<file path="config.mk">
export PLATFORM = sky130hd
export DESIGN_NAME = belief_propagation_control_path
export DESIGN_NICKNAME = d
export VERILOG_FILES = /design/src/rtl/bp_pkg.sv /design/src/rtl/bp_done_collector.sv /design/src/rtl/belief_propagation_control_path.sv
export SDC_FILE = /design/constraint.sdc
export NUM_CORES = 1
export LEC_CHECK = 0
export ABC_AREA = 0
export CAP_MARGIN = 20
export CELL_PAD_IN_SITES_DETAIL_PLACEMENT = 0
export CELL_PAD_IN_SITES_GLOBAL_PLACEMENT = 1
export CORE_MARGIN = 2
export CORE_UTILIZATION = 31
export CTS_CLUSTER_DIAMETER = 80
export DETAILED_ROUTE_END_ITERATION = 10
export GPL_TIMING_DRIVEN = 0
export PLACE_DENSITY_LB_ADDON = 0.05
export SYNTH_ARGS = -nofsm -noshare
export SYNTH_HDL_FRONTEND = slang
export SYNTH_HIERARCHICAL = 1
export SYNTH_SLANG_ARGS = --single-unit
</file>
<file path="constraint.sdc">
create_clock -name clk -period 1.88 [get_ports clk]
set_clock_uncertainty 0.2 [all_clocks]
set_input_delay 0.376 -clock clk [delete_from_list [all_inputs] [get_ports clk]]
set_output_delay 0.376 -clock clk [all_outputs]
set_load 0.05 [all_outputs]
</file>
<file path="src/rtl/bp_pkg.sv">
// Shared definitions for the 3x6 LDPC belief-propagation control path:
// sequencer states, matrix geometry and matrix-input select encodings.
package bp_pkg;

    localparam int BP_ROWS = 3;
    localparam int BP_COLS = 6;

    localparam logic SEL_ROW = 1'b0;
    localparam logic SEL_COL = 1'b1;

    typedef enum logic [3:0] {
        ST_IDLE,
        ST_INIT,
        ST_ROW_START,
        ST_ROW_WAIT,
        ST_ROW_LOAD,
        ST_COL_START,
        ST_COL_WAIT,
        ST_COL_LOAD,
        ST_CHECK,
        ST_DONE
    } bp_state_t;

endpackage

</file>
<file path="src/rtl/bp_done_collector.sv">
// Sticky collector of per-unit done flags; a flag arriving in the clear
// cycle survives the clear so a fast unit is never lost.
module bp_done_collector #(
    parameter int N = 3
) (
    input  logic         clk,
    input  logic         reset,
    input  logic         clear,
    input  logic [N-1:0] done_in,
    output logic         all_done
);

    logic [N-1:0] r_flags;
    logic [N-1:0] w_flags;

    // all_done includes this cycle's inputs so the WAIT state can leave
    // in the same cycle the last unit reports.
    assign w_flags  = (clear ? '0 : r_flags) | done_in;
    assign all_done = &w_flags;

    always_ff @(posedge clk or posedge reset) begin
        if (reset) begin
            r_flags <= '0;
        end else begin
            r_flags <= w_flags;
        end
    end

endmodule

</file>
<file path="src/rtl/belief_propagation_control_path.sv">
// Moore sequencer for the 3x6 LDPC belief-propagation decoder: init, then
// alternating row/column passes until the data path reports done_iterations.
module belief_propagation_control_path
    import bp_pkg::*;
(
    input  logic clk,
    input  logic reset,
    input  logic start,
    output logic done,
    output logic start_row_processing,
    output logic start_column_processing,
    input  logic done_row_processing_row_1,
    input  logic done_row_processing_row_2,
    input  logic done_row_processing_row_3,
    input  logic done_column_processing_column_1,
    input  logic done_column_processing_column_2,
    input  logic done_column_processing_column_3,
    input  logic done_column_processing_column_4,
    input  logic done_column_processing_column_5,
    input  logic done_column_processing_column_6,
    output logic initialize_parity_check_matrix,
    output logic load_parity_check_matrix,
    output logic select_input_to_parity_check_matrix,
    output logic load_sum_vector,
    output logic reset_count,
    output logic increment_count,
    input  logic done_iterations
);

    bp_state_t r_state;
    bp_state_t w_next;

    logic               w_row_clear;
    logic               w_col_clear;
    logic               w_row_en;
    logic               w_col_en;
    logic [BP_ROWS-1:0] w_row_done;
    logic [BP_COLS-1:0] w_col_done;
    logic               w_rows_all_done;
    logic               w_cols_all_done;

    // Done flags only count during their own START/WAIT window.
    assign w_row_en    = (r_state == ST_ROW_START) || (r_state == ST_ROW_WAIT);
    assign w_col_en    = (r_state == ST_COL_START) || (r_state == ST_COL_WAIT);
    assign w_row_clear = (r_state == ST_INIT) || (r_state == ST_ROW_START);
    assign w_col_clear = (r_state == ST_INIT) || (r_state == ST_COL_START);

    assign w_row_done = {done_row_processing_row_3,
                         done_row_processing_row_2,
                         done_row_processing_row_1} & {BP_ROWS{w_row_en}};

    assign w_col_done = {done_column_processing_column_6,
                         done_column_processing_column_5,
                         done_column_processing_column_4,
                         done_column_processing_column_3,
                         done_column_processing_column_2,
                         done_column_processing_column_1} & {BP_COLS{w_col_en}};

    bp_done_collector #(.N(BP_ROWS)) u_row_collector (
        .clk      (clk),
        .reset    (reset),
        .clear    (w_row_clear),
        .done_in  (w_row_done),
        .all_done (w_rows_all_done)
    );

    bp_done_collector #(.N(BP_COLS)) u_col_collector (
        .clk      (clk),
        .reset    (reset),
        .clear    (w_col_clear),
        .done_in  (w_col_done),
        .all_done (w_cols_all_done)
    );

    always_ff @(posedge clk or posedge reset) begin
        if (reset) begin
            r_state <= ST_IDLE;
        end else begin
            r_state <= w_next;
        end
    end

    always_comb begin
        w_next = r_state;
        case (r_state)
            ST_IDLE:      if (start) w_next = ST_INIT;
            ST_INIT:      w_next = ST_ROW_START;
            ST_ROW_START: w_next = ST_ROW_WAIT;
            ST_ROW_WAIT:  if (w_rows_all_done) w_next = ST_ROW_LOAD;
            ST_ROW_LOAD:  w_next = ST_COL_START;
            ST_COL_START: w_next = ST_COL_WAIT;
            ST_COL_WAIT:  if (w_cols_all_done) w_next = ST_COL_LOAD;
            ST_COL_LOAD:  w_next = ST_CHECK;
            ST_CHECK:     w_next = done_iterations ? ST_DONE : ST_ROW_START;
            ST_DONE:      if (start) w_next = ST_INIT;
            default:      w_next = ST_IDLE;
        endcase
    end

    always_comb begin
        done                                = 1'b0;
        start_row_processing                = 1'b0;
        start_column_processing             = 1'b0;
        initialize_parity_check_matrix      = 1'b0;
        load_parity_check_matrix            = 1'b0;
        select_input_to_parity_check_matrix = SEL_ROW;
        load_sum_vector                     = 1'b0;
        reset_count                         = 1'b0;
        increment_count                     = 1'b0;
        case (r_state)
            ST_INIT: begin
                initialize_parity_check_matrix = 1'b1;
                reset_count                    = 1'b1;
            end
            ST_ROW_START: start_row_processing = 1'b1;
            ST_ROW_LOAD:  load_parity_check_matrix = 1'b1;
            ST_COL_START: start_column_processing = 1'b1;
            ST_COL_LOAD: begin
                load_parity_check_matrix            = 1'b1;
                select_input_to_parity_check_matrix = SEL_COL;
                load_sum_vector                     = 1'b1;
                increment_count                     = 1'b1;
            end
            ST_DONE: done = 1'b1;
            default: ;
        endcase
    end

endmodule

</file>
* Yosys cells after proc, flatten, opt, wreduce, memory -nomap -nowiden
Index checks and enable logic that the tools add are counted.
** Operators by class
- Muxes and demuxes :: 13
- Reductions and logical operators :: 10
- Eq/ne operators :: 12
- Bitwise operators :: 4
** Operators by type and width (count)
- $pmux W4 S9 :: 1
- $eq A4 B3 Y1 const B :: 4
- $mux W4 :: 4
- $eq A4 B2 Y1 const B :: 2
- $eq A4 B4 Y1 const B :: 2
- $and A6 B6 Y6 :: 1
- $mux W1 :: 6
- $mux W6 :: 1
- $ne A2 B1 Y1 const B :: 3
- $or A6 B6 Y6 :: 1
- $reduce_and A3 Y1 :: 2
- $reduce_and A6 Y1 :: 1
- $eq A4 B1 Y1 const B :: 1
- $logic_not A4 Y1 :: 1
- $logic_or A1 B1 Y1 :: 4
- $reduce_or A2 Y1 :: 2
- $and A3 B3 Y3 :: 1
- $mux W3 :: 1
- $or A3 B3 Y3 :: 1
** Storage, ports and cells
- Bits of input ports :: 13
- Register bits :: 13
- Output and inout bits :: 9

* Depth between registers and ports, before layout
Gate-level depths: netlist (run 1).
- Word-level depth :: 7
- Gate-level depth with buffers :: 8
- Gate-level depth less buffers :: 8

* Modules after synthesis
Netlist (run 1), hierarchy kept.
** By module, submodules not included
- belief_propagation_control_path :: instances 1, cells each 53, sequential area each 100.1 um^2, area each 416.6 um^2
- bp_done_collector (u_col_collector) :: instances 1, cells each 21, sequential area each 150.1 um^2, area each 249.0 um^2
- bp_done_collector (u_row_collector) :: instances 1, cells each 14, sequential area each 75.1 um^2, area each 130.1 um^2

* Worst setup path after synthesis (run 1)
No wires, ideal clock.
- Path type :: flip-flop to output port
- Start point :: reg r_state[0]
- End point :: out reset_count
- Required time :: 1.304 ns
- Arrival time :: 1.962 ns
- Path slack :: -0.658 ns
- Stages on the path, launching flop included :: 5
- Path buffers :: 2
- Cells stage by stage :: dfrtp_1 > buf_6 > nor3b_2 > nor2b_1 > buf_4
** On the way
- Cells in the longest elaborated chain, start to end :: 2
** RTL lines
- start, declared :: line belief_propagation_control_path.sv:30 : bp_state_t r_state;
- start signal, assigned :: line belief_propagation_control_path.sv:79 : r_state <= w_next;
- $eq A4 B1 Y1
- $mux W1
- end, declared :: line belief_propagation_control_path.sv:25 : output logic reset_count,
No other way between the ends.

* Worst setup path in the final report (run 1)
- Start point :: reg r_state[0]
- End point :: reg r_state[1]
** On the way
- Cells in the longest elaborated chain, start to end :: 7
** RTL lines
- $eq A4 B1 Y1 / $eq A4 B2 Y1 (equally long branches) :: line belief_propagation_control_path.sv:45 : assign w_row_clear = (r_state == ST_INIT) || (r_state == ST_ROW_START);
- $logic_or A1 B1 Y1 * :: line belief_propagation_control_path.sv:45
- named net w_row_clear :: line belief_propagation_control_path.sv:33 : logic w_row_clear;
- $mux W3 * :: line bp_done_collector.sv:18 : assign w_flags = (clear ? '0 : r_flags) | done_in;
- $or A3 B3 Y3 * :: line bp_done_collector.sv:18
- $reduce_and A3 Y1 * :: line bp_done_collector.sv:19 : assign all_done = &w_flags;
- named net w_rows_all_done :: line belief_propagation_control_path.sv:39 : logic w_rows_all_done;
- $ne A2 B1 Y1 (no line) *
- $reduce_and A3 Y1 (no line) *
Mark *: on every way through the listed nets, which the timed path passes. The rest lies on a longest branch.
A chain may end at the register's enable or synchronous reset.

==> results of run 1 <==
cell usage in the layout, fill, tap and decap left out, types with 3 or more instances in the layout:
master           instances
inv_1                    6
nor2b_1                  4
buf_8                    5
clkbuf_4                 3
and2_1                   5
nand2b_4                 3
nor2_4                   5
buf_6                   14
or2_2                    4
buf_4                   15
clkdlybuf4s50_1         12
dfrtp_1                 12
nand2_1                  4
and3_1                   3
power groups by stage:
stage,registers [µW],logic [µW],clock network [µW]
floorplan,437,776,0
global placement,446,995,0
detailed placement,448,1000,0
CTS,457,1340,178
global route,476,1720,193
finish,462,1600,169
worst max-delay path by stage:
stage | to | slack, ns | cells after the start
after floorplan | reset_count | -0.13 | 4
after global placement | reset_count | -0.70 | 5
after detailed placement | reset_count | -0.70 | 5
after CTS | r_state[0] | -0.26 | 8
after global routing | r_state[1] | -0.37 | 8
final | r_state[1] | -0.28 | 8
metal layers:
layer / up-vias / routed length, µm / share of wire [%]
li1: 380 / - / -
met1: 346 / 907 / 46
met2: 15 / 977 / 49
met3: 2 / 84 / 4.2
met4: 0 / 17 / 0.86
met5: - / 0 / 0
through the flow:
stage | hold WS, ns | power (µW) | utilization [%] | setup TNS, ns
2_1_floorplan | -0.0704 | 1210 | - | -0.330
3_5_place_dp | 0.257 | 1450 | 43.5 | -5.18
6_report | 0.140 | 2230 | 58.4 | -1.35
5_1_grt | 0.145 | 2390 | 58.4 | -2.19
3_3_place_gp | 0.253 | 1440 | 43.5 | -5.13
4_1_cts | 0.139 | 1970 | 52.3 | -1.27
state kept, by name, indices dropped and copies added, names as in the netlist:
signal                   flops
u_row_collector/r_flags      3
u_col_collector/r_flags      6
r_state                      4
cells by family (layout without fill, tap and decap cells):
family	after synthesis	after routing
muxes	1	1
xor gates and xnor gates	1	1
AOI/OAI and AO/OA	14	14
and+or+nand+nor	45	45
buffers and inverters	14	58
DFF	13	13
timing repair:
action,in CTS,in global routing
endpoints found under the setup margin,12,12
pin swaps,13,7
gates cloned,0,0
gates resized for setup,86,17
buffers inserted,9,10
layout make-up:
type	count	area (µm²)
Tap cell	30	37.5
Buffer	7	71.3
Clock buffer	4	26.3
Fill cell	219	1020
Inverter	7	26.3
Timing Repair Buffer	40	414
Multi-Input combinational cell	61	532
Sequential cell	13	327
==> metrics.csv, run 1 <==
metric,value,unit
antenna_found_initial,0,
place_ws,-0.695,ns
final_area,1430,µm²
yosys_warnings,6,
dieArea,2990,µm²
yosys_register_bits,13,
crit_path_top_delay_cell,a222oi_1,
synth.most_common_cell,dfrtp_1,
max_slew.worst_pin.slew,0.412,ns
rows,18,
power_per_cell_area,1560,nW/µm²
core_area,2450,µm²
failed_checks,setup timing,
drtIter0Drc,7,
crit_chain,"buf_6, xnor2_4, nor3_4, nand2b_4, a222oi_1, o21ai_1, mux2i_1, o21ai_1",
synthMuxAreaShare,1.26,%
synth_adder_area_share,0,%
dr.pass1.iters,4,
cp_max_fo,3,
drt-total-wl,1990,µm
p_int,1330,µW
drive_gt1_share,51.5,%
synth-xor-area-share,1.10,%
clkSlewWorstSetupHoldPaths,0.07,ns
cts_tree,built,
grt-ovfl-total,0,
areaGrowthSynthToFinish,80.2,%
ys.flop_type,dfrtp_1,
use_met1,19.3,%
via_per_inst,4.59,
busiest_layer,met2,
p_comb_share,71.7,%
grt_pass1_vias,689,
r2r-end,r_state[1],
netSwitchingPower,902,µW
nets,146,
syn_avg_cell_area,9.04,µm²
synth-seq-area-share,40.9,%
grt.total_usage,14.3,%
reg2reg_from,r_state[0],
hpwlAfterDp,1320,µm
ir_drop,1020,µV
end_kind,flop,
grt_max_degree,11,
cts_made_buffers,3,
met2_usage,21.6,%
wl_per_cell,12.3,µm
grt_pass1_wl,2980,µm
start_util,32.4,%
yosysTopAreaCellShare,40.9,%
postRouteAntennaNets,0,
synth_area_leaders,"dfrtp_1 (41%), and2_1 (5.5%), buf_4 (4.7%)",
cpPeakStageDelay,0.42,ns
htreeDepth,1,
die_h,54.7,µm
synth_top_family_by_area,simple AND/OR/NAND/NOR gates,
arrival,2.12,ns
insertion_delay,0.27,ns
p_clk_share,7.6,%
synth_edf_count,0,
synth.cell_area,796,µm²
gp_congestion,0.706,
instances_no_fill,162,
die_w,54.7,µm
async_reset_ff_share,100,%
io_buffer_count,21,
setup_ws,-0.277,ns
r2r_setup_slack,-0.28,ns
drv_slew,0,
postPlaceCellArea,1070,µm²
antennaDiodeCount,0,
p_leak,0.000704,µW
period_minus_slack,2.16,ns
crit_buf_inv,1,
period_share,115,%
ioPinCount,22,
root_buffer,clkbuf_4,
vias,743,
status,"complete, but fails checks",
synth_common_cells,"dfrtp_1 (13), and2_1 (7), inv_1 (6), nand2_1 (6), nor2b_1 (6)",
reg2reg_depth,8,
max_freq,0.464,GHz
drc,0,
seq_power_share,20.7,%
use_met3,4.92,%
synth.distinct_cells,31,
cts_sinks,13,
finalHoldViolCount,0,
crit_start,r_state[0],
setup_viol,10,
required,1.84,ns
clock_path_buffers,2,
min_path_type,primary input to asynchronous set/reset pin,
rsz0062_at_grt,true,
synthCells,88,
crit_path_start_kind,flop,
cts_hold_buf,0,
p_sw_share,40.4,%
slew_headroom,72.5,%
synth_compound_area_share,13.1,%
cp_top_family,compound AO/OA/AOI/OAI gates,
synthSimpleGateAreaFrac,33.6,%
dp_cells,139,
yosysTopAreaCell,dfrtp_1,
synth_nets,101,
cap_violations,0,
path_class,flop to flop,
crit_top_cell,o21ai_1,
(Power assumes the default switching activity.)
==> run 2, diff against run 1 <==
--- a/config.mk
+++ b/config.mk
@@ -10,12 +10,11 @@
 export CELL_PAD_IN_SITES_DETAIL_PLACEMENT = 0
 export CELL_PAD_IN_SITES_GLOBAL_PLACEMENT = 1
 export CORE_MARGIN = 2
-export CORE_UTILIZATION = 31
+export CORE_UTILIZATION = 30
 export CTS_CLUSTER_DIAMETER = 80
 export DETAILED_ROUTE_END_ITERATION = 10
 export GPL_TIMING_DRIVEN = 0
 export PLACE_DENSITY_LB_ADDON = 0.05
 export SYNTH_ARGS = -nofsm -noshare
 export SYNTH_HDL_FRONTEND = slang
-export SYNTH_HIERARCHICAL = 1
 export SYNTH_SLANG_ARGS = --single-unit
==> metrics.csv, run 2 <==
metric,value,unit,change
clkSlewWorstSetupHoldPaths,0.09,ns,+0.02 ns
setup_viol,10,,unchanged
ir_drop,895,µV,-12%
synth-xor-area-share,2.24,%,+1.1 points
drive_gt1_share,50.7,%,-0.78 points
power_per_cell_area,1540,nW/µm²,-1.3%
synth_area_leaders,"dfrtp_1 (42%), a32o_1 (5.1%), buf_4 (4.8%)",,
status,"complete, but fails checks",,
max_slew.worst_pin.slew,0.518,ns,+0.106 ns
cts_made_buffers,3,,unchanged
finalPower,2280,µW,+2.1%
dr.pass1.iters,4,,unchanged
synthMuxAreaShare,0,%,-1.3 points
p_clk_share,7.8,%,+0.2 points
largest-register,u_col_collector.r_flags,,
nFillCells,218,,-0.46%
start_util,31.5,%,-0.90 points
slew_headroom,65.4,%,-7.1 points
reg2reg_from,r_state[0],,
cap_violations,0,,unchanged
wl_per_cell,14.1,µm,+15%
grt.total_usage,16.0,%,+1.7 points
io_buffer_count,21,,unchanged
synth_compound_area_share,23.4,%,+10 points
instances_no_fill,166,,+2.5%
p_sw_share,43.2,%,+2.8 points
grt-ovfl-total,0,,unchanged
drtIter0Drc,13,,+6
setup_ws,-0.216,ns,+0.0608 ns
finalSetupTns,-1.49,ns,-0.139 ns
cp_max_fo,5,,+2
drc,0,,unchanged
antennaDiodeCount,0,,unchanged
reg2reg_depth,7,,-1
dp_cells,139,,unchanged
period_share,112,%,-3.2 points
largest_reg_flops,6,,unchanged
netSwitchingPower,985,µW,+9.2%
vias,818,,+10%
register_area,327,µm²,unchanged
synth-seq-area-share,41.7,%,+0.79 points
synth_edf_count,0,,unchanged
end_kind,primary output,,
synth.cell_area,781,µm²,-1.9%
yosys_warnings,0,,-6
grt_pass1_wl,3410,µm,+14%
multiInputGateArea,514,µm²,-3.3%
p_int,1300,µW,-2.7%
grt_pass1_vias,749,,+8.7%
htreeDepth,1,,unchanged
drv_slew,0,,unchanged
die_w,55.0,µm,+0.64%
dieArea,3030,µm²,+1.3%
p_comb_share,73.4,%,+1.7 points
final_common_cell,buf_4,,
yosys_register_bits,13,,unchanged
synth.most_common_cell,dfrtp_1,,
synth_nets,101,,unchanged
cts_tree,built,,
drt-total-wl,2340,µm,+18%
max_freq,0.477,GHz,+2.9%
biggestRegsByFlops,"u_col_collector.r_flags x6, r_state x4, u_row_collector.r_flags x3",,
synth_common_cells,"dfrtp_1 (13), nor2_1 (9), nand2_1 (8)",,
synth_top_family_by_area,compound AO/OA/AOI/OAI gates,,
nets,150,,+2.7%
root_buffer,clkbuf_4,,
hpwlAfterDp,1400,µm,+5.7%
r2r-end,r_state[0],,
seq_power_share,18.8,%,-1.9 points
rows,18,,unchanged
worstSetupEndpoint,reset_count,,
synth.distinct_cells,31,,unchanged
crit_path_start_kind,flop,,
synthCells,88,,unchanged
min_path_type,primary input to asynchronous set/reset pin,,
r2r_setup_slack,-0.02,ns,+0.26 ns
failed_checks,setup timing,,
syn_avg_cell_area,8.87,µm²,-1.9%
grt_max_degree,14,,+3
ys.flop_type,dfrtp_1,,
rsz0062_at_grt,true,,
die_h,55.0,µm,+0.64%
yosysTopAreaCellShare,41.7,%,+0.79 points
period_minus_slack,2.10,ns,-0.0608 ns
insertion_delay,0.28,ns,about the same
cts_sinks,13,,unchanged
async_reset_ff_share,100,%,unchanged
clock_path_buffers,2,,unchanged
areaGrowthSynthToFinish,90.1,%,
antenna_found_initial,0,,unchanged
gp_congestion,0.750,,+6.2%
finalHoldViolCount,0,,unchanged
required,1.30,ns,-0.54 ns
cts_hold_buf,0,,unchanged
postRouteAntennaNets,0,,unchanged
crit_start,r_state[0],,
synthSimpleGateAreaFrac,21.5,%,-12 points
via_per_inst,4.93,,+7.4%
path_class,flop to primary output,,
synth_adder_area_share,0,%,unchanged
ioPinCount,22,,unchanged
mostFrequentLayoutCells,"buf_4 (22), buf_6 (14), clkdlybuf4s50_1 (12), dfrtp_1 (12), nand2_1 (7)",,
yosysTopAreaCell,dfrtp_1,,
arrival,1.52,ns,-0.60 ns
p_leak,0.000655,µW,-7.0%
core_area,2480,µm²,+0.92%
## run 2: repair_timing
action,in CTS,in global routing
buffers inserted,11,15
pin swaps,7,13
hold endpoints to repair,0,0
setup endpoints to repair,10,12
resized for setup,83,18
## run 2: layout make-up
type | count | area share, %
multi-input cells | 60 | 34.7
flip-flops and latches | 13 | 22.0
plain buffers | 9 | 8.60
clock inverters | 1 | 0.337
repair buffers | 46 | 29.3
inverters | 4 | 1.01
clock buffers | 3 | 1.52
well taps | 30 | 2.53
## run 2: metal layers
metal	global-route usage [%]	wire, µm	up-vias	share of wire, %
met5	0	0	-	0
met4	6.10	15	0	0.64
met3	3.23	100	2	4.3
met2	25.2	1150	16	49
met1	21.7	1070	390	46
li1	-	-	410	-
## run 2: worst max-delay path, stage by stage (launching register included)
cell	delay (ns)
dfrtp_1	0.35
buf_6	0.12
or3b_4	0.41
nor2_4	0.13
buf_6	0.10
buf_8	0.13
## run 2: worst min path at each step
stage / end / start
2_1_floorplan: r_state[0] / reset
3_3_place_gp: u_col_collector.r_flags[1] / u_col_collector.r_flags[1]
3_5_place_dp: u_col_collector.r_flags[1] / u_col_collector.r_flags[1]
4_1_cts: u_row_collector.r_flags[0] / reset
5_1_grt: u_row_collector.r_flags[0] / reset
6_report: u_row_collector.r_flags[0] / reset
## run 2: stage by stage
| step | utilization [%] | setup WS [ns] | hold slack, ns | cell area, µm² |
|---|---|---|---|---|
| after floorplan | - | -0.183 | 0.0530 | 860 |
| after global placement | 44.7 | -0.772 | 0.277 | 1110 |
| after CTS | 53.0 | -0.309 | 0.239 | 1310 |
| after global routing | 59.9 | -0.288 | 0.278 | 1480 |
| after detailed placement | 44.7 | -0.705 | 0.288 | 1110 |
| final | 59.9 | -0.216 | 0.218 | 1480 |
## run 2: power by group through the flow
stage	Sequential [µW]	Combinational, µW	Clock, µW
2_1_floorplan	420	876	0
6_report	430	1670	178
4_1_cts	421	1410	186
3_5_place_dp	431	1120	0
3_3_place_gp	428	1120	0
5_1_grt	439	1800	197
## run 2: cell families after synthesis
| family | count (synthesis) |
|---|---|
| AO/OA/AOI/OAI | 25 |
| buffers and inverters | 15 |
| XOR/XNOR | 2 |
| AND/OR/NAND/NOR | 33 |
| flip-flops | 13 |
==> run 3, diff against run 2 <==
--- a/config.mk
+++ b/config.mk
@@ -10,7 +10,7 @@
 export CELL_PAD_IN_SITES_DETAIL_PLACEMENT = 0
 export CELL_PAD_IN_SITES_GLOBAL_PLACEMENT = 1
 export CORE_MARGIN = 2
-export CORE_UTILIZATION = 30
+export CORE_UTILIZATION = 34
 export CTS_CLUSTER_DIAMETER = 80
 export DETAILED_ROUTE_END_ITERATION = 10
 export GPL_TIMING_DRIVEN = 0
==> constraint.sdc (replaced) <==
create_clock -name clk -period 2.2 [get_ports clk]
set_clock_uncertainty 0.2 [all_clocks]
set_input_delay 0.44 -clock clk [delete_from_list [all_inputs] [get_ports clk]]
set_output_delay 0.44 -clock clk [all_outputs]
set_load 0.05 [all_outputs]
==> metrics.csv, run 3 (synthesis gave the netlist of run 2 again) <==
metric,value,unit,change
status,"complete, but fails checks",,
failed_checks,setup timing,,
mostFrequentLayoutCells,"buf_4 (14), dfrtp_1 (13), clkdlybuf4s50_1 (12)",,
place_ws,-0.468,ns,+0.238 ns
insertion_delay,0.27,ns,about the same
cts_hold_buf,0,,unchanged
arrival,1.58,ns,+0.06 ns
start_util,35.6,%,+4.1 points
setup_viol,1,,-9
biggestRegsByFlops,"u_col_collector.r_flags x6, r_state x4, u_row_collector.r_flags x3",,
io_buffer_count,21,,unchanged
register_area,325,µm²,-0.38%
cts_tree,built,,
antenna_found_initial,0,,unchanged
areaGrowthSynthToFinish,55.6,%,
htreeDepth,1,,unchanged
drt-total-wl,2080,µm,-11%
grt-ovfl-total,0,,unchanged
final_area,1210,µm²,-18%
cp_max_fo,9,,+4
clkSlewWorstSetupHoldPaths,0.09,ns,about the same
rsz0062_at_grt,true,,
instances_no_fill,150,,-9.6%
finalSetupTns,-0.0202,ns,+1.47 ns
final_common_cell,buf_4,,
crit_top_cell,buf_6,,
postPlaceCellArea,1050,µm²,-4.7%
largest_reg_flops,6,,unchanged
nFillCells,215,,-1.4%
end_kind,primary output,,
rows,17,,-1
gp_congestion,0.823,,+9.7%
grt_pass1_wl,3470,µm,+1.8%
postRouteAntennaNets,0,,unchanged
dp_cells,137,,-1.4%
p_leak,0.000540,µW,-18%
cp.depth,6,,+1
max_slew.worst_pin.slew,0.522,ns,+0.00343 ns
vias,766,,-6.4%
cap_violations,0,,unchanged
grt.total_usage,17.4,%,+1.4 points
crit_buf_inv,4,,+1
grt_pass1_vias,751,,+0.27%
root_buffer,clkbuf_4,,
max_freq,0.450,GHz,
reg2reg_depth,8,,+1
slew_headroom,65.2,%,-0.23 points
via_per_inst,5.11,,+3.6%
crit_path_start_kind,flop,,
hpwlAfterDp,1440,µm,+2.9%
nets,136,,-9.3%
dr.pass1.iters,4,,unchanged
ioPinCount,22,,unchanged
path_class,flop to primary output,,
period_share,101,%,
die_w,51.9,µm,-5.6%
period_minus_slack,2.22,ns,
drtIter0Drc,14,,+1
crit_path_top_delay_cell,or3b_1,,
largest-register,u_col_collector.r_flags,,
wl_per_cell,13.8,µm,-1.8%
setup_ws,-0.0202,ns,+0.196 ns
core_area,2190,µm²,-12%
antennaDiodeCount,0,,unchanged
crit_chain,"buf_6, or3b_1, buf_6, nor2_4, buf_6, buf_8",,
min_path_type,primary input to asynchronous set/reset pin,,
power_per_cell_area,1290,nW/µm²,-16%
finalHoldViolCount,0,,unchanged
grt_max_degree,14,,unchanged
dieArea,2700,µm²,-11%
clock_path_buffers,2,,unchanged
drv_slew,0,,unchanged
cp_top_family,buffers and inverters,,
drive_gt1_share,32.8,%,-18 points
die_h,51.9,µm,-5.6%
drc,0,,unchanged
cts_sinks,13,,unchanged
ir_drop,676,µV,-25%
multiInputGateArea,410,µm²,-20%
required,1.56,ns,+0.26 ns
cpPeakStageDelay,0.36,ns,-0.05 ns
cts_made_buffers,3,,unchanged
-- run 3: report_power, final --
part | internal, µW | leakage (µW) | switching [µW]
sequential | 325 | 0.000165 | 39.4
clock | 70.2 | 0.0000150 | 78.9
combinational | 463 | 0.000359 | 587
total | 858 | 0.000540 | 706
-- run 3: through the flow --
| stage | total power (µW) | hold WS (ns) | util (%) |
|---|---|---|---|
| 3_3_place_gp | 1250 | 0.279 | 48.1 |
| 3_5_place_dp | 1260 | 0.289 | 48.1 |
| 4_1_cts | 1510 | 0.301 | 53.2 |
| 5_1_grt | 1690 | 0.330 | 55.5 |
| 2_1_floorplan | 1040 | 0.117 | - |
| 6_report | 1560 | 0.288 | 55.5 |
-- run 3: worst register-to-register path: stages, from the launching register on --
cell	delay [ns]
dfrtp_1	0.35
buf_6	0.13
or3b_1	0.36
buf_6	0.14
buf_4	0.14
a32o_1	0.22
nand4_1	0.11
o211ai_1	0.10
o211a_1	0.13
-- run 3: worst paths after layout --
check	from	end	slack, ns
setup / recovery	r_state[0]	reset_count	-0.02
hold / removal	reset	u_row_collector.r_flags[1]	0.29
setup reg to reg	r_state[0]	r_state[0]	0.21
hold reg to reg	u_col_collector.r_flags[4]	u_col_collector.r_flags[4]	0.30
max in group asynchronous	reset	u_col_collector.r_flags[3]	1.16
min in group clk	u_col_collector.r_flags[4]	u_col_collector.r_flags[4]	0.30
-- run 3: area by class of cell --
type                       instances  area share, %
multi-input combinational         60           33.8
tap                               28           2.88
buffer                            11           9.58
inverter                           4           1.54
timing repair buffer              30           23.3
sequential                        13           26.8
clock buffer                       4           2.16
-- run 3: repair_timing --
action | 4_1_cts | 5_1_grt
pin swaps | 2 | 2
gates cloned | 0 | 0
setup buffers | 6 | 3
gates resized for setup | 71 | 10
endpoints found under the setup margin | 9 | 9
-- run 3: layer usage --
layer / GRT usage [%] / up-vias / wire length [µm]
met1: 23.6 / 368 / 964
met2: 27.8 / 17 / 1000
met4: 6.58 / 0 / 25
met3: 2.59 / 2 / 83
met5: 0 / - / 0
li1: - / 379 / -
